--- config.mk ---
export PLATFORM = sky130hd
export DESIGN_NAME = ifid_hazard_ctrl
export DESIGN_NICKNAME = d
export VERILOG_FILES = /design/src/rtl/ifid_hazard_ctrl.sv
export SDC_FILE = /design/constraint.sdc
export NUM_CORES = 1
export LEC_CHECK = 0
export ABC_AREA = 1
export BUFFER_PORTS_ARGS = -buffer_cell sky130_fd_sc_hd__buf_2
export CAP_MARGIN = 20
export CORE_MARGIN = 10
export CORE_UTILIZATION = 54
export DETAILED_ROUTE_END_ITERATION = 6
export PLACE_DENSITY_LB_ADDON = 0.3
export SYNTH_ARGS = -nofsm -noshare
export SYNTH_HDL_FRONTEND = slang
export SYNTH_SLANG_ARGS = --single-unit
export TNS_END_PERCENT = 20
--- constraint.sdc ---
create_clock -name clk -period 2.5 [get_ports clk]
set_clock_uncertainty 0.15 [all_clocks]
set_input_delay 0.5 -clock clk [delete_from_list [all_inputs] [get_ports clk]]
set_output_delay 0.5 -clock clk [all_outputs]
set_load 0.01 [all_outputs]
--- src/rtl/ifid_hazard_ctrl.sv ---
// IF/ID and PC sequencer: branch flush, load-use stall, fetch wait and debug halt,
// with saturating stall/flush performance counters.
module ifid_hazard_ctrl #(
  parameter int REG_AW      = 3,
  parameter int FLUSH_SLOTS = 1,
  parameter int LU_CYCLES   = 1,
  parameter bit R0_ZERO     = 1'b1,
  parameter int CNT_W       = 16
) (
  input  logic              clk,
  input  logic              rst,
  input  logic [REG_AW-1:0] id_rs1,
  input  logic [REG_AW-1:0] id_rs2,
  input  logic              id_use_rs1,
  input  logic              id_use_rs2,
  input  logic              ex_mem_read,
  input  logic [REG_AW-1:0] ex_rd,
  input  logic              ex_branch_tkn,
  input  logic              imem_ready,
  input  logic              halt_req,
  output logic              pc_en,
  output logic              ifid_en,
  output logic              ifid_flush,
  output logic              idex_bubble,
  output logic              halted,
  output logic [CNT_W-1:0]  stall_cnt,
  output logic [CNT_W-1:0]  flush_cnt
);

  // state    | meaning
  // RUN      | normal fetch/decode, events evaluated each cycle
  // FLUSH    | squashing wrong-path fetch slots after a taken branch (cnt left)
  // LU_STALL | holding PC and IF/ID for a multi-cycle load-use hazard (cnt left)
  // HALT     | parked by debug request, released when halt_req drops
  typedef enum logic [1:0] {RUN, FLUSH, LU_STALL, HALT} state_t;

  localparam logic [1:0]       FLUSH_LOAD = 2'(FLUSH_SLOTS - 1);
  localparam logic [1:0]       LU_LOAD    = 2'(LU_CYCLES - 1);
  localparam logic [CNT_W-1:0] CNT_MAX    = '1;

  state_t     state, state_nxt;
  logic [1:0] cnt, cnt_nxt;
  logic       lu_hazard;
  logic       flush_inc;
  logic       stall_inc;

  assign lu_hazard = ex_mem_read && ((ex_rd != '0) || !R0_ZERO) &&
                     ((id_use_rs1 && (id_rs1 == ex_rd)) ||
                      (id_use_rs2 && (id_rs2 == ex_rd)));

  always_ff @(posedge clk or negedge rst) begin
    if (!rst) begin
      state <= RUN;
      cnt   <= '0;
    end else begin
      state <= state_nxt;
      cnt   <= cnt_nxt;
    end
  end

  always_comb begin
    pc_en       = 1'b1;
    ifid_en     = 1'b1;
    ifid_flush  = 1'b0;
    idex_bubble = 1'b0;
    halted      = 1'b0;
    flush_inc   = 1'b0;
    state_nxt   = state;
    cnt_nxt     = cnt;
    if (!rst) begin
      pc_en       = 1'b0;
      ifid_flush  = 1'b1;
      idex_bubble = 1'b1;
      state_nxt   = RUN;
      cnt_nxt     = '0;
    end else if (ex_branch_tkn) begin
      ifid_flush  = 1'b1;
      idex_bubble = 1'b1;
      flush_inc   = 1'b1;
      if (FLUSH_SLOTS > 1) begin
        state_nxt = FLUSH;
        cnt_nxt   = FLUSH_LOAD;
      end else begin
        state_nxt = RUN;
        cnt_nxt   = '0;
      end
    end else if (state == FLUSH) begin
      pc_en      = imem_ready;
      ifid_flush = 1'b1;
      flush_inc  = 1'b1;
      cnt_nxt    = cnt - 2'd1;
      if (cnt_nxt == '0) state_nxt = RUN;
    end else if (state == HALT) begin
      pc_en       = 1'b0;
      ifid_en     = 1'b0;
      idex_bubble = 1'b1;
      halted      = 1'b1;
      if (!halt_req) state_nxt = RUN;
    end else if (lu_hazard || state == LU_STALL) begin
      pc_en       = 1'b0;
      ifid_en     = 1'b0;
      idex_bubble = 1'b1;
      if (state == LU_STALL) begin
        cnt_nxt = cnt - 2'd1;
        if (cnt_nxt == '0) state_nxt = RUN;
      end else if (LU_CYCLES > 1) begin
        state_nxt = LU_STALL;
        cnt_nxt   = LU_LOAD;
      end
    end else if (!imem_ready) begin
      // ID keeps draining; the missing fetch becomes a NOP in IF/ID
      pc_en      = 1'b0;
      ifid_flush = 1'b1;
    end else if (halt_req) begin
      pc_en       = 1'b0;
      ifid_en     = 1'b0;
      idex_bubble = 1'b1;
      halted      = 1'b1;
      state_nxt   = HALT;
    end
  end

  assign stall_inc = rst && !pc_en && (state != HALT);

  always_ff @(posedge clk or negedge rst) begin
    if (!rst) begin
      stall_cnt <= '0;
      flush_cnt <= '0;
    end else begin
      if (stall_inc && (stall_cnt != CNT_MAX)) stall_cnt <= stall_cnt + 1'b1;
      if (flush_inc && (flush_cnt != CNT_MAX)) flush_cnt <= flush_cnt + 1'b1;
    end
  end

endmodule

**After elaboration in Yosys (flattened, before gate mapping)**

Cells that the tools add are included.

- Output and inout bits: 37
- Logic and storage cells: 87
- Bits of input ports: 17
- Register bits after elaboration: 36

- Equality and inequality tests: 15
- $add $sub $neg: 3
- Reduce and logical (&&, ||, !) cells: 15
- Mux-type cells: 50

Operators with widths:

| cell | count |
|---|---|
| 2-to-1 mux 1 bit | 34 |
| adder 16 x 1 -> 16 bit (second input constant) | 2 |
| 2-to-1 mux 2 bit | 16 |
| != test 16 bit (second input constant) | 2 |
| != test 6 x 1 -> 1 bit (second input constant) | 2 |
| logical AND 1 bit | 8 |
| != test 4 x 1 -> 1 bit (second input constant) | 2 |
| == test 3 bit | 2 |
| != test 6 bit (second input constant) | 1 |
| != test 5 bit (second input constant) | 1 |
| == test 2 bit (second input constant) | 2 |
| != test 4 bit (second input constant) | 1 |
| AND reduction 4 bit | 1 |
| AND reduction 3 bit | 1 |
| nonzero test 3 bit | 1 |
| == test 2 x 1 -> 1 bit (second input constant) | 1 |
| logical NOT 2 bit | 1 |
| logical OR 1 bit | 2 |
| != test 2 bit (second input constant) | 1 |
| subtractor 2 x 1 -> 2 bit (second input constant) | 1 |
| logical NOT 1 bit | 1 |

**Longest topological paths before layout**

- Depth after elaboration: 14
- Depth in mapped cells: 14
- Mapped depth without buffers: 13

**Worst setup path before layout**

OpenSTA, ideal clock, no wires.

- Path type: input -> output
- Start point: input ex_rd[0]
- End point: output pc_en
- Path buffers: 1
- Path slack: 0.419 ns
- Data arrival time: 1.431 ns
- Required time: 1.850 ns
- Stages on the path: 7
- Path through: o31a_1 > nand2_2 > nand3_2 > nand2_1 > nand2_2 > buf_4 > a21oi_1

- Cells in the longest elaborated chain, start to end: 10
- Elaborated cells between the ends (all ways): 14
- Those cells by class: eq/ne: 2; mux: 5; reduce/logical: 7

RTL lines:

| item | line | source |
|---|---|---|
| start, declared | 17 | `input logic [REG_AW-1:0] ex_rd,` |
| == test 3 bit, on equally long branches | 48, 49 |  |
| logical AND 1 bit, on equally long branches | 48, 49 |  |
| logical OR 1 bit | 48 | `((id_use_rs1 && (id_rs1 == ex_rd)) \|\|` |
| logical AND 1 bit * | 47 | `assign lu_hazard = ex_mem_read && ((ex_rd != '0) \|\| !R0_ZERO) &&` |
| logical OR 1 bit * | 99 | `end else if (lu_hazard \|\| state == LU_STALL) begin` |
| 2-to-1 mux 1 bit * | 99 |  |
| 2-to-1 mux 1 bit * | 93 | `end else if (state == HALT) begin` |
| 2-to-1 mux 1 bit * | 87 | `end else if (state == FLUSH) begin` |
| 2-to-1 mux 1 bit * | 76 | `end else if (ex_branch_tkn) begin` |
| 2-to-1 mux 1 bit * | 70 | `if (!rst) begin` |
| end, declared | 21 | `output logic pc_en,` |

Every way passes the cells marked *; elsewhere a longest branch is shown, timed or not.

**Worst setup path after layout**

- Start point: register state[1]
- End point: output idex_bubble

- Cells in the longest elaborated chain, start to end: 7
- Elaborated cells between the ends (all ways): 9
- Those cells by class: eq/ne: 3; mux: 5; reduce/logical: 1

RTL lines:

| item | line | source |
|---|---|---|
| start, declared | 41 | `state_t state, state_nxt;` |
| start signal, assigned | 56 | `state <= state_nxt;` |
| == test 2 bit | 99 |  |
| logical OR 1 bit | 99 |  |
| 2-to-1 mux 1 bit | 99 |  |
| 2-to-1 mux 1 bit | 93 |  |
| 2-to-1 mux 1 bit * | 87 |  |
| 2-to-1 mux 1 bit * | 76 |  |
| 2-to-1 mux 1 bit * | 70 |  |
| end, declared | 24 | `output logic idex_bubble,` |

Marks and branches as above.

==> metrics.yaml <==
placement.cell_area_um2: 2700
synth_top_flop_cell: "dfrtp_1"
sequential_to_total_area_share_from_yosys_stat_pct: 37.7
first_global_vias: 2217
rsz0062_at_grt: "false"
p_leak_nw: 1.52
synth_edf_count: 0
yosysMostFrequentCell: "nand2_1"
grt_util_all_layers_pct: 15.2
layout_worst_path_cycle_share_pct: 94.2
crit_path_cell_trace: "ha_1 > inv_1 > nand2_1 > nor2_1 > a21oi_1 > or2_2 > buf_2"
worstSetupPathType: "reg2out"
diodes: 0
per_instance_average_area_after_synthesis_um2: 7.33
final-setup-viol-count: 0
worstPathBufferInverterCount: 2
post_synth_instance_area_um2: 2390
grt_remaining_overflow: 0
die-height_um: 86.5
final_net_count: 408
final_area_um2: 2820
class_of_the_tightest_hold_or_removal_check: "in2async"
drtPass1Iterations: 4
yosys.cell_types.count: 30
place.detailed.instances: 428
antenna_found_initial: 0
vdd.ir_drop.worst_mv: 0.724
clk_path_buf_depth: 2
slew_headroom_pct: 63.9
critical_path_source_type: "register"
clk_pin_slew_worst_paths_ps: 80
path_max_fanout: 7
die-width_um: 86.5
cap_violations: 0
ant_nets: 0
initial_core_util_pct: 55.2
design_power_total_mw: 1.70
clock-sinks: 36
gp_congestion: 0.803
num_rows: 24
tightestPinTransition_ps: 537
max_clock_freq_ghz: 0.424
dpl_worst_slack_ps: 151
hold_violations_final: 0
hold_slack_ps: 123
syn-instance-count: 326
synth_largest_type_area_fraction_pct: 37.7
fillCellCount: 401
r2r_start: "stall_cnt[0]$_DFFE_PN0P_"
post-synth-top-area-cell: "dfrtp_1"
synth.top_cells.by_count: "96 x nand2_1, 44 x inv_1, 36 x dfrtp_1"
number_of_design_rule_violations_left_by_the_first_detailed_router_iteration: 142
p_per_area_nw_per_um2: 601
die_area_um2: 7480
cts_inserted_buffers: 5
drc_errors: 0
area.growth.synth_to_final_pct: 18.1
totalNegativeSetupSlack_ps: 0
worst_slack_ps: 144
drt-total-wl_um: 5510
postLayoutCoreUtil_pct: 65.2
ys_seq_elements: 36
cp_top_family: "flip-flops"
drt-wirelength-per-cell_um: 12.6
placeableCoreArea_um2: 4320
synth.top_cells.by_area: "dfrtp_1 38%, nand2_1 15%, inv_1 6.9%, nand4_1 4.5%, nor2_1 4.2%"
number_of_nets_produced_by_synthesis: 350
synth.yosys.warnings: 0
cp_data_required_time_ps: 1850
hpwlAfterDp_um: 4240
tritoncts: "yes"
timing.critical_path.slowest_stage_cell: "dfrtp_1"
cts_root_buf: "clkbuf_8"
maximum_number_of_pins_on_one_net_before_global_route_repair: 37
routed_via_count_divided_by_cell_count: 5.09
status: "completed"
clk-insertion-delay-late_ps: 290
vias: 2226
final_layout_size_suffix_gt1_share_pct: 23.1
critPathArrivalTime_ps: 1710
ios: 54
portBuffers: 53
cts_htree_levels: 2
async_flop_share_pct: 100
minimum_clock_period_ps: 2360
slowest_delay_ps: 460
final_cell_count_no_fill: 437
startpoint: "state[1]$_DFFE_PN0P_"
slew_violations: 0
grt_pass1_wl_um: 9610
worstSetupEndpointType: "primary output"
power breakdown:
part | total (mW) | internal, mW | switching, mW
Clock | 0.517 | 0.295 | 0.221
Combinational | 0.419 | 0.171 | 0.248
Sequential | 0.759 | 0.658 | 0.102
Total | 1.70 | 1.12 | 0.571
sequential cells by signal, indices dropped and copies added, names as in the netlist:
name and count:
flush_cnt 16, state 2, stall_cnt 16, cnt 2
layout by cell type, fill, tap and decap left out, types with 2 or more instances in the layout:
| master | synthesis | layout |
|---|---|---|
| a21oi_1 | 6 | 6 |
| buf_2 | 2 | 53 |
| buf_4 | 2 | 4 |
| clkbuf_8 | 0 | 5 |
| dfrtp_1 | 36 | 35 |
| ha_1 | 7 | 7 |
| inv_1 | 44 | 43 |
| inv_2 | 3 | 4 |
| nand2_1 | 96 | 96 |
| nand2_2 | 3 | 3 |
| nand3_1 | 19 | 19 |
| nand3_2 | 6 | 6 |
| nand4_1 | 17 | 17 |
| nor2_1 | 27 | 27 |
| nor2_2 | 4 | 4 |
| nor2_4 | 2 | 2 |
| nor3_1 | 9 | 9 |
| nor3_2 | 2 | 2 |
| nor4_1 | 2 | 2 |
| o21ai_0 | 8 | 8 |
| xnor2_1 | 11 | 11 |
| xor2_1 | 11 | 11 |
timing repair:
item | CTS | global route
endpoints found under the setup margin | 0 | 2
buffers inserted | 0 | 1
hold buffers | 0 | 0
gates resized for setup | 0 | 2
worst paths after layout:
| kind | cells past startpoint | slack (ps) | end |
|---|---|---|---|
| max | 7 | 140 | idex_bubble |
| max in group asynchronous | 2 | 1720 | state[0]$_DFFE_PN0P_ |
| max reg2reg | 11 | 430 | stall_cnt[15]$_DFFE_PN0P_ |
| min reg2reg | 1 | 350 | cnt[0]$_DFFE_PN0P_ |
| min in group clk | 1 | 350 | cnt[0]$_DFFE_PN0P_ |
| min | 2 | 120 | stall_cnt[3]$_DFFE_PN0P_ |
per-layer routing:
| layer | vias up | part of all wire [%] | track usage (%) |
|---|---|---|---|
| li1 | 1146 | - | - |
| met1 | 1020 | 43 | 17.2 |
| met2 | 51 | 50 | 25.9 |
| met3 | 9 | 5.4 | 4.41 |
| met4 | 0 | 1.6 | 6.63 |
| met5 | - | 0 | 0 |
logic make-up after synthesis:
kind of cell / synth area share [%]
flip-flops: 37.7
AO/OA/AOI/OAI: 3.93
buffers and inverters: 9.06
XOR/XNOR: 8.07
adder cells (fa/ha/maj): 3.67
AND/OR/NAND/NOR: 37.6
worst register-to-register path, delay by kind of cell, from the launching register on:
kind | cells | cell delay [ps]
fa+ha+maj | 1 | 260
simple gates | 9 | 1020
flops | 1 | 440
buf+inv | 1 | 100
area by class of cell:
| cell class | instances | area [um^2] | share of cell area (%) |
|---|---|---|---|
| well taps | 52 | 65.1 | 2.31 |
| clock buffers | 5 | 68.8 | 2.44 |
| inverters | 47 | 176 | 6.25 |
| flip-flops and latches | 36 | 902 | 32.0 |
| repair buffers | 57 | 295 | 10.5 |
| clock inverters | 3 | 42.5 | 1.51 |
| multi-input cells | 237 | 1270 | 45.1 |
Power figures use the tool's default switching activity.
